## config.mk

```make
export PLATFORM = sky130hd
export DESIGN_NAME = instr_fetch_unit
export DESIGN_NICKNAME = d
export VERILOG_FILES = /design/src/rtl/instr_fetch_unit.sv
export SDC_FILE = /design/constraint.sdc
export NUM_CORES = 1
export LEC_CHECK = 0
export CORE_MARGIN = 3
export CORE_UTILIZATION = 30
export DETAILED_ROUTE_END_ITERATION = 8
export SLEW_MARGIN = 10
export SYNTH_ARGS = -nofsm -noshare
export SYNTH_HDL_FRONTEND = slang
export SYNTH_SLANG_ARGS = --single-unit
```

## constraint.sdc

```tcl
create_clock -name clk -period 4.05 [get_ports clk]
set_clock_uncertainty 0.1 [all_clocks]
set_input_delay 0.405 -clock clk [delete_from_list [all_inputs] [get_ports clk]]
set_output_delay 0.405 -clock clk [all_outputs]
set_load 0.02 [all_outputs]
```

## src/rtl/instr_fetch_unit.sv

```systemverilog
// Fetch stage: owns the PC, issues single outstanding imem requests and
// presents the fetched instruction to the decoder with a valid flag.
module instr_fetch_unit #(
   parameter int unsigned           XLEN      = 32,
   parameter logic [XLEN-1:0]       RESET_PC  = '0,
   parameter logic [XLEN-1:0]       NOP_INSTR = XLEN'(32'h0000_0013)
) (
   input  logic            clk,
   input  logic            rst_n,
   input  logic            pcsrc,
   input  logic [XLEN-1:0] immext,
   input  logic            stall,
   output logic            imem_req,
   output logic [XLEN-1:0] imem_addr,
   input  logic            imem_gnt,
   input  logic            imem_rvalid,
   input  logic [XLEN-1:0] imem_rdata,
   output logic [XLEN-1:0] instr,
   output logic            instr_valid,
   output logic [XLEN-1:0] pc,
   output logic [XLEN-1:0] pc_plus4,
   output logic            fetch_err
);

   typedef enum logic [2:0] {
      IDLE  = 3'd0,
      REQ   = 3'd1,
      WAIT  = 3'd2,
      VALID = 3'd3,
      ERR   = 3'd4
   } state_t;

   state_t          state_q, state_d;
   logic [XLEN-1:0] pc_q, pc_d;
   logic [XLEN-1:0] instr_q, instr_d;
   logic            valid_q, valid_d;
   logic            err_q, err_d;
   logic [XLEN-1:0] target;

   always_ff @(posedge clk or negedge rst_n) begin
      if (!rst_n) begin
         state_q <= IDLE;
         pc_q    <= RESET_PC;
         instr_q <= NOP_INSTR;
         valid_q <= 1'b0;
         err_q   <= 1'b0;
      end else begin
         state_q <= state_d;
         pc_q    <= pc_d;
         instr_q <= instr_d;
         valid_q <= valid_d;
         err_q   <= err_d;
      end
   end

   // Next-PC wraps modulo 2^XLEN through natural adder overflow.
   assign pc_plus4 = pc_q + XLEN'(4);
   assign target   = pcsrc ? (pc_q + immext) : pc_plus4;

   always_comb begin
      state_d = state_q;
      pc_d    = pc_q;
      instr_d = instr_q;
      valid_d = valid_q;
      err_d   = err_q;
      case (state_q)
         IDLE: state_d = REQ;
         REQ: begin
            if (imem_gnt) begin
               if (imem_rvalid) begin
                  instr_d = imem_rdata;
                  valid_d = 1'b1;
                  state_d = VALID;
               end else begin
                  state_d = WAIT;
               end
            end
         end
         WAIT: begin
            if (imem_rvalid) begin
               instr_d = imem_rdata;
               valid_d = 1'b1;
               state_d = VALID;
            end
         end
         VALID: begin
            if (!stall) begin
               valid_d = 1'b0;
               instr_d = NOP_INSTR;
               if (target[1:0] == 2'b00) begin
                  pc_d    = target;
                  state_d = REQ;
               end else begin
                  err_d   = 1'b1;
                  state_d = ERR;
               end
            end
         end
         ERR:     state_d = ERR;
         default: state_d = IDLE;
      endcase
   end

   assign imem_req    = (state_q == REQ);
   assign imem_addr   = pc_q;
   assign instr       = instr_q;
   assign instr_valid = valid_q;
   assign pc          = pc_q;
   assign fetch_err   = err_q;

endmodule

```

==> flow_metrics.tcl, run 1 <==
set metrics [dict create \
    wl_per_cell_um 17.4 \
    pwr-share-clk 0.148 \
    p_sw_w 0.00225 \
    dpl.hpwl_mm 14.1 \
    cts-root-buf "clkbuf_16" \
    p_int_w 0.00272 \
    synth_compound_gate_area_share 0.238 \
    synth_nets 770 \
    synth-xor-area-share 0.0709 \
    cts_made_buffers 9 \
    synth_top_family_by_area "compound AO/OA/AOI/OAI gates" \
    avgSynthCellArea_um2 8.71 \
    synth-simple-area-share 0.199 \
    clock_latency_ns 0.34 \
    worst_pin_slew_ns 1.11 \
    netlist_instances 667 \
    synth-adder-area-share 0.0724 \
    drt_iter0_markers 362 \
    setup_viol 0 \
    cp.required_ns 3.54 \
    place_congestion 0.888 \
    post_cts_buffers 0 \
    nFillCells 1929 \
    synth-edff-count 0 \
    power_density_mw_per_mm2 620 \
    critPathMaxFanout 11 \
    n_antenna_cell 0 \
    drt-pass1-iter-count 5 \
    slew_headroom 0.259 \
    synth.area.mux_share 0.0233 \
    h-tree-depth 3 \
    wirelength_mm 18.9 \
    yosys_register_bits 69 \
    switching_share 0.452 \
    cp.arrival_ns 3.19 \
    min_path_type "flip-flop to flip-flop" \
    port_buffers 200 \
    drv_slew 0 \
    fp.dieH_um 145 \
    die_area_mm2 0.0211 \
    grt_usage 0.177 \
    maxCapViolations 0 \
    grt_pass1_wl_mm 30.5 \
    start_util 0.307 \
    drive_gt1_frac 0.0752 \
    path_clk_slew_ns 0.06 \
    drc 0 \
    yosys-top-cells-area "dfrtp_1 (28%), ha_1 (6.9%), buf_4 (4.7%)" \
    syn_to_final_growth_pct 38.1 \
    synth_top_area_share 0.284 \
    synth_cell_types 70 \
    fin_setup_tns_ns 0 \
    nets 923 \
    dieWidth_um 145 \
    syn_area_mm2 0.00581 \
    crit_path_end_kind "output pin" \
    rsz0062_at_grt "no" \
    final_antenna_net_count 0 \
    ir_drop_uv 220 \
    r2r_slack_ns 1.12 \
    synth_most_common_cell "dfrtp_1" \
    ys_seq_area_frac 0.298 \
    vias_per_cell 5.10 \
    status "complete, no violations" \
    ios 201 \
    rows 50 \
    grt_pass1_vias 5395 \
    grt-ovfl-total 0 \
    yosysWarnings 0 \
    layout_min_cycle_time_ns 3.69 \
    startpoint_type "flip-flop" \
    max_clock_freq_mhz 271 \
    coreArea_mm2 0.0189 \
    synthArstFlopShare 1.00 \
    grt_antenna_before_repair 0 \
    hold_ws_ns 0.371 \
    cts_sinks 69 \
    power_frac_comb 0.603 \
    synth_largest_area_cell "dfrtp_1" \
    pwr-share-seq 0.249 \
    p_leak_nw 3.40 \
    grt_max_degree 50 \
    ys.flop_type "dfrtp_1" \
    path_class "flip-flop to output pin" \
    hold_viol 0 \
    ctsLongestPathBuffers 2 \
    post-route-period-util 0.912 \
    cts_tree "yes" \
    synth_common_cells "dfrtp_1 (66), a21oi_1 (53), nand2_1 (52)" \
    num_vias 5531 \
    cts_resized 0 \
]
==> power by group through the flow <==
stage | sequential, W | combinational, W | clock [W]
after floorplan | 0.00141 | 0.00170 | 0
after global placement | 0.00124 | 0.00299 | 0
after detailed placement | 0.00125 | 0.00300 | 0
after CTS | 0.00124 | 0.00301 | 0.000752
after global routing | 0.00129 | 0.00324 | 0.000782
final | 0.00124 | 0.00300 | 0.000736
==> per-stage QoR <==
step | cell area, um2 | utilization | total power, W | setup slack [ns] | std cells
6_report | 8020 | 0.425 | 0.00497 | 0.357 | 1085
5_1_grt | 8020 | 0.425 | 0.00530 | 0.196 | 1085
4_1_cts | 8020 | 0.425 | 0.00501 | 0.393 | 1085
3_5_place_dp | 7740 | 0.410 | 0.00424 | 0.726 | 1068
3_3_place_gp | 7740 | 0.410 | 0.00423 | 0.756 | 1068
2_1_floorplan | 5810 | - | 0.00312 | 1.30 | 667
==> final timing paths <==
path | start | to | cells past startpoint
max | imem_addr[16]$_DFFE_PN0P_ | pc_plus4[30] | 6
min | fetch_err$_DFFE_PN0P_ | fetch_err$_DFFE_PN0P_ | 1
max reg2reg | imem_addr[15]$_DFFE_PN0P_ | imem_addr[26]$_DFFE_PN0P_ | 8
min reg2reg | fetch_err$_DFFE_PN0P_ | fetch_err$_DFFE_PN0P_ | 1
max in group asynchronous | rst_n | instr[20]$_DFFE_PN0P_ | 3
min in group asynchronous | rst_n | instr[25]$_DFFE_PN0P_ | 2
==> critical path: stages, from the launching register on <==
cell and delay, ns:
dfrtp_1 0.54, and4_1 0.34, nand2_2 0.16, nor4_1 0.64
nand3_1 0.26, xnor2_1 0.26, clkdlybuf4s50_1 0.65
==> cell type report <==
cell class	count	area, um2	share of cell area
well taps	260	325	0.0406
clock inverters	6	40.0	0.00499
flip-flops and latches	69	1730	0.216
clock buffers	10	229	0.0285
repair buffers	213	2100	0.261
inverters	21	78.8	0.00983
multi-input cells	506	3520	0.439
==> registers in the layout (all words and copies together), names as in the netlist <==
register and flops:
instr 32, instr_valid 1, state_q 3, fetch_err 1
imem_addr 32
==> what timing repair did <==
| item | CTS | global route |
|---|---|---|
| endpoints found under the setup margin | 0 | 0 |
| endpoints found under the hold margin | 17 | 0 |
| hold buffers | 1 | 0 |
==> per-layer routing <==
metal  vias to the layer above  global-route usage  part of all wire
met5                         -                   0                 0
met4                         0              0.0494             0.013
met3                        14              0.0225             0.047
met2                       167               0.294              0.49
met1                      2635               0.242              0.45
li1                       2715                   -                 -
==> cells by family after synthesis <==
family,count (synthesis)
muxes,12
xor gates and xnor gates,47
adders and majority gates,33
buffers and inverters,92
and+or+nand+nor,204
AOI/OAI and AO/OA,210
DFF,69
==> placed cells by master (no fill, tap or decap), types with 10 or more instances in the layout <==
| cell | count |
|---|---|
| nand4_1 | 11 |
| a21o_1 | 14 |
| o21ai_0 | 34 |
| nand2_1 | 52 |
| a22o_1 | 30 |
| buf_4 | 12 |
| a22oi_1 | 10 |
| nand3_1 | 18 |
| clkdlybuf4s50_1 | 199 |
| nor2_1 | 51 |
| ha_1 | 32 |
| a21oi_1 | 53 |
| xor2_1 | 20 |
| xnor2_1 | 27 |
| inv_1 | 21 |
| o22ai_1 | 14 |
| dfrtp_1 | 66 |
No activity file was read; power rests on OpenSTA's default activity.
==> run 2, diff against run 1 <==
--- a/config.mk
+++ b/config.mk
@@ -8,7 +8,6 @@
 export CORE_MARGIN = 3
 export CORE_UTILIZATION = 30
 export DETAILED_ROUTE_END_ITERATION = 8
-export SLEW_MARGIN = 10
 export SYNTH_ARGS = -nofsm -noshare
 export SYNTH_HDL_FRONTEND = slang
 export SYNTH_SLANG_ARGS = --single-unit
==> results of run 2 <==
Same layout as run 1: the final DEF is identical, and so are final timing and power.
==> run 3, diff against run 2 <==
--- a/config.mk
+++ b/config.mk
@@ -6,8 +6,9 @@
 export NUM_CORES = 1
 export LEC_CHECK = 0
 export CORE_MARGIN = 3
-export CORE_UTILIZATION = 30
+export CORE_UTILIZATION = 50
 export DETAILED_ROUTE_END_ITERATION = 8
+export PLACE_DENSITY = 0.87
 export SYNTH_ARGS = -nofsm -noshare
 export SYNTH_HDL_FRONTEND = slang
 export SYNTH_SLANG_ARGS = --single-unit
==> run 3 against run 2 <==
Net effect: global-route usage increased by 11 points; power increased by 5.4%; design area decreased by 1.4%; final cell count decreased by 12%; largest cell class unchanged.
==> flow_metrics.tcl, run 3 (synthesis gave the netlist of run 1 again) <==
set metrics [dict create \
    min_path_type "primary input to asynchronous set/reset pin" \
    clock_latency_ns 0.34 \
    post_cts_buffers 0 \
    grt-ovfl-total 0 \
    worst_pin_slew_ns 1.00 \
    die_area_mm2 0.0129 \
    drt_iter0_markers 636 \
    nFillCells 796 \
    nets 918 \
    fp.dieH_um 114 \
    cts_resized 0 \
    cp.arrival_ns 3.09 \
    h-tree-depth 3 \
    layout_commonest_cell "clkdlybuf4s50_1" \
    p_leak_nw 3.41 \
    fin_setup_tns_ns 0 \
    postCtsHoldBufs 0 \
    finalPower_w 0.00524 \
    ir_drop_uv 359 \
    slew_headroom 0.331 \
    ios 201 \
    critPathMaxFanout 9 \
    grt_max_degree 39 \
    layout_min_cycle_time_ns 3.60 \
    vias_per_cell 6.23 \
    path_clk_slew_ns 0.06 \
    max_clock_freq_mhz 278 \
    path_cells "ha_1 -> nand3_2 -> or4_4 -> nor2_1 -> nand2_1 -> xnor2_1 -> clkdlybuf4s50_1" \
    drt-pass1-iter-count 5 \
    post-route-period-util 0.889 \
    rows 38 \
    cts_made_buffers 9 \
    grt_usage 0.285 \
    start_util 0.524 \
    rsz0062_at_grt "no" \
    cpMaxStageDelayCell "or4_4" \
    startpoint_type "flip-flop" \
    dpl.hpwl_mm 13.9 \
    ctsLongestPathBuffers 2 \
    cts_tree "yes" \
    setup_viol 0 \
    port_buffers 200 \
    place_congestion 0.962 \
    path_class "flip-flop to output pin" \
    drc 0 \
    n_antenna_cell 0 \
    wl_per_cell_um 19.8 \
    hold_viol 0 \
    power_density_mw_per_mm2 662 \
    wirelength_mm 19.0 \
    cts_sinks 69 \
    cts-root-buf "clkbuf_16" \
    drive_gt1_frac 0.0707 \
    coreArea_mm2 0.0111 \
    crit_path_end_kind "output pin" \
    grt_antenna_before_repair 0 \
    grt_pass1_vias 5904 \
    status "complete, no violations" \
    final_antenna_net_count 0 \
    num_vias 5980 \
    cp.required_ns 3.54 \
    dieWidth_um 114 \
    syn_to_final_growth_pct 36.2 \
    grt_pass1_wl_mm 29.8 \
    max_stage_delay_ns 0.66 \
    final_cell_mix "clkdlybuf4s50_1 (199), dfrtp_1 (66), a21oi_1 (53)" \
    maxCapViolations 0 \
    drv_slew 0 \
]
run 3: area by class of cell:
class                           count  area (um2)  share of cell area
Clock inverter                      5         106              0.0134
Clock buffer                       11         243              0.0307
Sequential cell                    69        1730               0.219
Inverter                           21        78.8             0.00997
Tap cell                          140         175              0.0221
Timing Repair Buffer              208        2060               0.260
Multi-Input combinational cell    506        3520               0.445
run 3: through the flow:
stage	hold slack (ns)	cell area (um2)	instances	worst slack, ns	util
after floorplan	0.00941	5810	667	1.30	-
after global placement	0.355	7560	944	0.674	0.683
after detailed placement	0.356	7560	944	0.548	0.683
after CTS	0.0536	7910	960	0.463	0.714
after global routing	0.103	7910	960	0.273	0.714
final	0.0374	7910	960	0.450	0.714
run 3: path summary, 6_finish.rpt:
kind,from,endpoint,slack (ns),cells past startpoint
hold / removal,rst_n,imem_addr[20]$_DFFE_PN0P_,0.04,1
hold reg to reg,fetch_err$_DFFE_PN0P_,fetch_err$_DFFE_PN0P_,0.37,1
min in group clk,fetch_err$_DFFE_PN0P_,fetch_err$_DFFE_PN0P_,0.37,1
setup reg to reg,imem_addr[0]$_DFFE_PN0P_,imem_addr[29]$_DFFE_PN0P_,0.88,9
max in group asynchronous,rst_n,instr[0]$_DFFE_PN1P_,2.78,2
setup / recovery,imem_addr[2]$_DFFE_PN0P_,pc_plus4[26],0.45,7
run 3: report_power, final:
group | switching, W | internal [W] | total (W) | leakage, nW
logic | 0.00166 | 0.00138 | 0.00305 | 2.38
clock network | 0.000322 | 0.000621 | 0.000943 | 0.166
registers | 0.000324 | 0.000925 | 0.00125 | 0.863
total | 0.00231 | 0.00293 | 0.00524 | 3.41
run 3: critical path: cells and delay by family, from the launching register on:
family,cells,cell delay [ns]
xor+xnor,1,0.16
fa+ha+maj,1,0.25
buf+inv,1,0.63
flops,1,0.49
simple gates,4,1.22
run 3: metal layers:
layer,track usage,up-vias,share of wire
met5,0,-,0
met4,0.121,0,0.035
met3,0.0541,69,0.086
met2,0.488,341,0.49
met1,0.352,2860,0.38
li1,-,2710,-
